`src/rtl/order_msg_sequencer.sv`:
```
// Drains the payload byte FIFO into fixed-length order records, validates the
// opcode byte and presents good records on a valid/ready interface.
module order_msg_sequencer #(
    parameter int MSG_BYTES      = 8,
    parameter int TIMEOUT_CYCLES = 1024,
    parameter int CNT_W          = 16
) (
    input  logic                   clk,
    input  logic                   rst_n,
    input  logic                   ctrl_enable,
    input  logic                   ctrl_flush,
    input  logic [7:0]             fifo_dout,
    input  logic                   fifo_empty,
    output logic                   fifo_rd_en,
    output logic                   msg_valid,
    input  logic                   msg_ready,
    output logic [MSG_BYTES*8-1:0] msg_data,
    output logic [CNT_W-1:0]       msg_count,
    output logic [CNT_W-1:0]       drop_count,
    output logic [CNT_W-1:0]       timeout_count,
    output logic                   busy
);

    localparam int W  = MSG_BYTES * 8;
    localparam int CW = $clog2(MSG_BYTES + 1);
    localparam int TW = $clog2(TIMEOUT_CYCLES + 1);
    localparam logic [CW-1:0] LAST_BYTE = CW'(MSG_BYTES - 1);
    localparam logic [CW-1:0] ALL_BYTES = CW'(MSG_BYTES);
    localparam logic [TW-1:0] TIMEOUT_T = TW'(TIMEOUT_CYCLES);

    typedef enum logic [1:0] {
        IDLE,
        FILL,
        CHECK,
        PRESENT
    } state_t;

    state_t            state_q, state_d;
    logic [CW-1:0]     req_cnt_q, req_cnt_d;
    logic [CW-1:0]     rcv_cnt_q, rcv_cnt_d;
    logic [TW-1:0]     timer_q, timer_d;
    logic              rd_pend_q, rd_pend_d;
    logic [W-1:0]      asm_q, asm_d;
    logic [W-1:0]      msg_data_q, msg_data_d;
    logic              msg_valid_q, msg_valid_d;
    logic [CNT_W-1:0]  msg_count_q, msg_count_d;
    logic [CNT_W-1:0]  drop_count_q, drop_count_d;
    logic [CNT_W-1:0]  timeout_count_q, timeout_count_d;
    logic              rd_en;
    logic [7:0]        opcode;

    function automatic logic [CNT_W-1:0] sat_inc(input logic [CNT_W-1:0] v);
        return (&v) ? v : v + 1'b1;
    endfunction

    assign opcode = asm_q[W-1 -: 8];

    always_comb begin
        state_d         = state_q;
        req_cnt_d       = req_cnt_q;
        rcv_cnt_d       = rcv_cnt_q;
        timer_d         = timer_q;
        asm_d           = asm_q;
        msg_data_d      = msg_data_q;
        msg_valid_d     = msg_valid_q;
        msg_count_d     = msg_count_q;
        drop_count_d    = drop_count_q;
        timeout_count_d = timeout_count_q;
        rd_en           = 1'b0;

        case (state_q)
            IDLE: begin
                if (ctrl_enable && !fifo_empty) begin
                    rd_en     = 1'b1;
                    state_d   = FILL;
                    req_cnt_d = CW'(1);
                    rcv_cnt_d = '0;
                    timer_d   = '0;
                end
            end
            FILL: begin
                rd_en = !fifo_empty && (req_cnt_q < ALL_BYTES);
                if (rd_en) begin
                    req_cnt_d = req_cnt_q + 1'b1;
                end
                // Bytes arrive one cycle after their read strobe; byte 0 ends up in the MSBs.
                if (rd_pend_q) begin
                    asm_d     = {asm_q[W-9:0], fifo_dout};
                    rcv_cnt_d = rcv_cnt_q + 1'b1;
                    timer_d   = '0;
                    if (rcv_cnt_q == LAST_BYTE) begin
                        state_d = CHECK;
                    end
                end else if (timer_q == TIMEOUT_T) begin
                    rd_en           = 1'b0;
                    state_d         = IDLE;
                    req_cnt_d       = '0;
                    rcv_cnt_d       = '0;
                    timer_d         = '0;
                    timeout_count_d = sat_inc(timeout_count_q);
                end else begin
                    timer_d = timer_q + 1'b1;
                end
            end
            CHECK: begin
                state_d   = IDLE;
                req_cnt_d = '0;
                rcv_cnt_d = '0;
                if (opcode == 8'h01 || opcode == 8'h02 || opcode == 8'h03) begin
                    msg_data_d  = asm_q;
                    msg_valid_d = 1'b1;
                    state_d     = PRESENT;
                end else begin
                    drop_count_d = sat_inc(drop_count_q);
                end
            end
            PRESENT: begin
                if (msg_ready) begin
                    msg_valid_d = 1'b0;
                    msg_count_d = sat_inc(msg_count_q);
                    state_d     = IDLE;
                end
            end
            default: state_d = IDLE;
        endcase

        // A flush overrides everything above, including any counter update this cycle.
        if (ctrl_flush) begin
            state_d         = IDLE;
            rd_en           = 1'b0;
            msg_valid_d     = 1'b0;
            req_cnt_d       = '0;
            rcv_cnt_d       = '0;
            timer_d         = '0;
            asm_d           = asm_q;
            msg_count_d     = msg_count_q;
            drop_count_d    = drop_count_q;
            timeout_count_d = timeout_count_q;
        end

        rd_pend_d = rd_en;
    end

    always_ff @(posedge clk or negedge rst_n) begin
        if (!rst_n) begin
            state_q         <= IDLE;
            req_cnt_q       <= '0;
            rcv_cnt_q       <= '0;
            timer_q         <= '0;
            rd_pend_q       <= 1'b0;
            asm_q           <= '0;
            msg_data_q      <= '0;
            msg_valid_q     <= 1'b0;
            msg_count_q     <= '0;
            drop_count_q    <= '0;
            timeout_count_q <= '0;
        end else begin
            state_q         <= state_d;
            req_cnt_q       <= req_cnt_d;
            rcv_cnt_q       <= rcv_cnt_d;
            timer_q         <= timer_d;
            rd_pend_q       <= rd_pend_d;
            asm_q           <= asm_d;
            msg_data_q      <= msg_data_d;
            msg_valid_q     <= msg_valid_d;
            msg_count_q     <= msg_count_d;
            drop_count_q    <= drop_count_d;
            timeout_count_q <= timeout_count_d;
        end
    end

    // The read strobe is combinational from IDLE, so it is gated to stay low during reset.
    assign fifo_rd_en    = rd_en & rst_n;
    assign msg_valid     = msg_valid_q;
    assign msg_data      = msg_data_q;
    assign msg_count     = msg_count_q;
    assign drop_count    = drop_count_q;
    assign timeout_count = timeout_count_q;
    assign busy          = (state_q != IDLE);

endmodule

```
`config.mk`:
```
export PLATFORM = sky130hd
export DESIGN_NAME = order_msg_sequencer
export DESIGN_NICKNAME = d
export VERILOG_FILES = /design/src/rtl/order_msg_sequencer.sv
export SDC_FILE = /design/constraint.sdc
export NUM_CORES = 1
export LEC_CHECK = 0
export ABC_AREA = 1
export CORE_MARGIN = 3
export CORE_UTILIZATION = 60
export CTS_BUF_LIST = sky130_fd_sc_hd__clkbuf_16
export DETAILED_ROUTE_END_ITERATION = 10
export DONT_BUFFER_PORTS = 1
export GPL_ROUTABILITY_DRIVEN = 0
export PLACE_DENSITY = 0.75
export SETUP_SLACK_MARGIN = 0.1
export SLEW_MARGIN = 20
export SYNTH_ARGS = -nofsm -noshare
export SYNTH_HDL_FRONTEND = slang
export SYNTH_SLANG_ARGS = --single-unit
```
`constraint.sdc`:
```
create_clock -name clk -period 3.1 [get_ports clk]
set_input_delay 0.465 -clock clk [delete_from_list [all_inputs] [get_ports clk]]
set_output_delay 0.465 -clock clk [all_outputs]
set_load 0.005 [all_outputs]
```
==> impl_metrics.py <==
metrics = {
    "logic_synthesis": {
        "synth_area_per_cell_sq_um": 8.33,
        "seq_area_frac_synth_pct": 54.4,
        "synth.area.mux_share_pct": 0,
        "synth_cell_types": 33,
        "async_reset_ff_share_pct": 100,
        "yosysWarnings": 0,
        "synth_enable_flop_cells": 0,
        "synth-simple-area-share_pct": 23.5,
        "synthFlopType": "dfrtp_1",
        "synth_top_family_by_area": "simple AND/OR/NAND/NOR gates",
        "syn_nets": 1123,
        "synth_xor_xnor_area_share_pct": 3.83,
        "syn_area_sq_um": 9150,
        "synth_fa_ha_area_share_pct": 1.50,
        "ys_ff_latch": 199,
        "synthCells": 1098,
        "synth_compound_area_share_pct": 8.76,
    },
    "routing": {
        "drtIter0Drc": 381,
        "avgRoutedWirePerCell_microns": 14.4,
        "dr.pass1.iters": 5,
        "routed-via-count": 6723,
        "postRouteWirelength_microns": 18400,
        "ant_nets": 0,
        "drc": 0,
        "vias_per_cell": 5.24,
    },
    "clock_network": {
        "clk_pin_slew_ns": 0.07,
        "clkLatencyLatePin_ns": 0.44,
        "tritoncts": "built",
        "clockBufferDepth": 2,
        "cts_resized": 0,
        "cts_max_level": 4,
        "numCtsBuffers": 17,
        "cts.sinks": 199,
        "cts_root_buffer": "clkbuf_16",
        "post_cts_buffers": 0,
    },
    "floorplanning": {
        "die_area_sq_um": 16800,
        "die-width_microns": 130,
        "rows": 44,
        "ios": 129,
        "die_h_microns": 130,
        "core_sq_um": 14800,
        "initial_core_util_pct": 62.0,
    },
    "timing": {
        "final.setup.tns_ns": 0,
        "worstMarginPinSlew_ns": 0.534,
        "fin_hold_ws_ns": -0.275,
        "fin_skew_ns": 0.00947,
        "post-route-period-util_pct": 74.1,
        "fmax_mhz": 435,
        "fin_crit_ns": 2.30,
        "hold_violations": 199,
        "grt_setup_unrepaired": "false",
        "slew_viol_final": 0,
        "slew_headroom_pct": 64.1,
        "finalSetupViolCount": 0,
    },
    "worst_setup_path": {
        "critPathMaxFanout": 4,
        "critPathCaptureType": "output pin",
        "path_class": "flip-flop to output pin",
        "cp.required_ns": 2.63,
        "startpoint_type": "flip-flop",
        "crit_arrival_ns": 1.83,
    },
    "final_layout": {
        "area_delta_synth_final_pct": 7.67,
        "stdcell_area_sq_um": 9850,
        "fin_nets": 1111,
        "drive_gt1_share_pct": 5.55,
        "insertedDiodeCount": 0,
    },
    "grt": {
        "grt_pass1_wl_microns": 30700,
        "grt_pass1_vias": 6237,
        "grt.total_usage_pct": 22.9,
        "antenna_found_initial": 0,
        "overflow": 0,
        "grt_max_degree": 201,
    },
    "power": {
        "leakage_nw": 4.74,
        "ir_worst_vdd_mv": 0.463,
        "p_per_area_nw_per_um2": 657,
    },
    "status": {
        "status": "finished with violations",
        "violations": "negative hold slack",
    },
    "placed_design": {
        "io_buffers": 0,
        "dp_hpwl_microns": 12500,
        "dpl-instance-area_sq_um": 9240,
    },
    "job": {
        "max-cap-violations": 0,
    },
    "hold_path": {
        "hp-class": "input pin to asynchronous set/reset pin",
    },
}
[critical path, stage by stage, from the launching register on]
cell     delay (ns)
dfrtp_1        0.41
inv_1          0.10
ha_1           0.18
inv_1          0.04
nor2_1         0.09
nand3_1        0.09
nor2_2         0.16
nand2_1        0.08
nand2_1        0.07
nand2_1        0.05
nand2_1        0.08
nor2_1         0.06
[final cells by class]
type / instances / area (sq um)
clock inverter: 15 / 185
tap: 184 / 230
sequential: 199 / 4980
multi-input combinational: 723 / 3450
timing repair buffer: 4 / 55.1
inverter: 141 / 529
clock buffer: 17 / 425
fill: 1226 / 4900
[state kept, by name, summed over array words and instances, names as in the netlist]
name and cells:
asm_q 64, drop_count 16, msg_count 16, msg_data 64, msg_valid 1, rcv_cnt_q 4
rd_pend_q 1, req_cnt_q 4, state_q 2, timeout_count 16, timer_q 11
[layout by cell type, fill, tap and decap left out, types with 2 or more instances in the layout]
master     instances
nand2_1          357
nor3_4             3
nor2_1            67
nor3_1            19
buf_4              2
clkbuf_16         17
nand3_2            2
o21ai_2            2
nor3_2             2
a21oi_1            3
nand2_4            2
nor2_2             3
clkinv_8           4
inv_1            136
dfrtp_1          199
nand3_1           42
clkinv_2           2
xnor2_1           11
inv_8              4
xor2_1            29
ha_1              11
o21ai_0          144
nand4_1           14
o21ai_1            2
buf_12             2
inv_6              3
nand2_2            3
inv_2              5
[routing by layer]
layer	global-route usage, %	part of all wire (%)	vias up
li1	-	-	3413
met2	36.0	47	151
met3	7.58	6.8	18
met1	30.6	45	3141
met4	6.72	1.3	0
met5	0	0	-
[power breakdown]
part           leakage [nW]  total [W]  switching (W)  internal [W]
sequential             2.63    0.00337       0.000294       0.00308
clock                 0.301    0.00224        0.00107       0.00116
combinational          1.81   0.000860       0.000570      0.000290
total                  4.74    0.00647        0.00194       0.00453
[cells in the mapped netlist, types with 2 or more instances]
cell	instances	area, sq um
nor2_2	3	18.8
nand3_1	42	210
xor2_1	29	254
inv_1	136	510
clkbuf_1	17	63.8
ha_1	11	138
buf_2	10	50.1
dfrtp_1	199	4980
nand3_2	2	20.0
nand2_1	358	1340
nor2_1	67	251
inv_2	5	18.8
o21ai_0	144	721
buf_6	4	45.0
a21oi_1	3	15.0
buf_4	3	22.5
nor3_2	2	20.0
nand4_1	14	87.6
nand2_2	3	18.8
o21ai_1	2	10.0
nor3_4	3	48.8
nor3_1	19	95.1
xnor2_1	11	96.3
o21ai_2	2	17.5
[cell families after synthesis]
group / count (synthesis)
AND/OR/NAND/NOR: 517
flip-flops: 199
buffers and inverters: 176
AO/OA/AOI/OAI: 155
XOR/XNOR: 40
adder cells (fa/ha/maj): 11
[metrics by stage]
stage	hold slack, ns	util [%]	setup slack, ns	power, W	std cells
global route	-0.312	66.8	0.581	0.00686	1283
floorplan	0.169	-	1.42	0.00402	1098
detailed placement	0.174	62.6	1.14	0.00429	1251
CTS	-0.296	66.8	0.783	0.00653	1283
global placement	0.174	62.6	1.22	0.00424	1251
finish	-0.275	66.8	0.803	0.00647	1283
[path summary, 6_finish.rpt]
| path | cells past startpoint | to | from | slack [ns] |
|---|---|---|---|---|
| min in group clk | 2 | asm_q[7] | fifo_dout[7] | 0.15 |
| worst min register to register | 2 | asm_q[54] | asm_q[46] | 0.48 |
| worst max-delay path | 11 | fifo_rd_en | timer_q[0] | 0.80 |
| max in group asynchronous | 0 | timer_q[8] | rst_n | 3.08 |
| worst max register to register | 8 | msg_count[10] | msg_count[0] | 1.14 |
| worst min-delay path | 0 | msg_count[4] | rst_n | -0.28 |
Note: power is estimated with default switching activity, not from simulation.
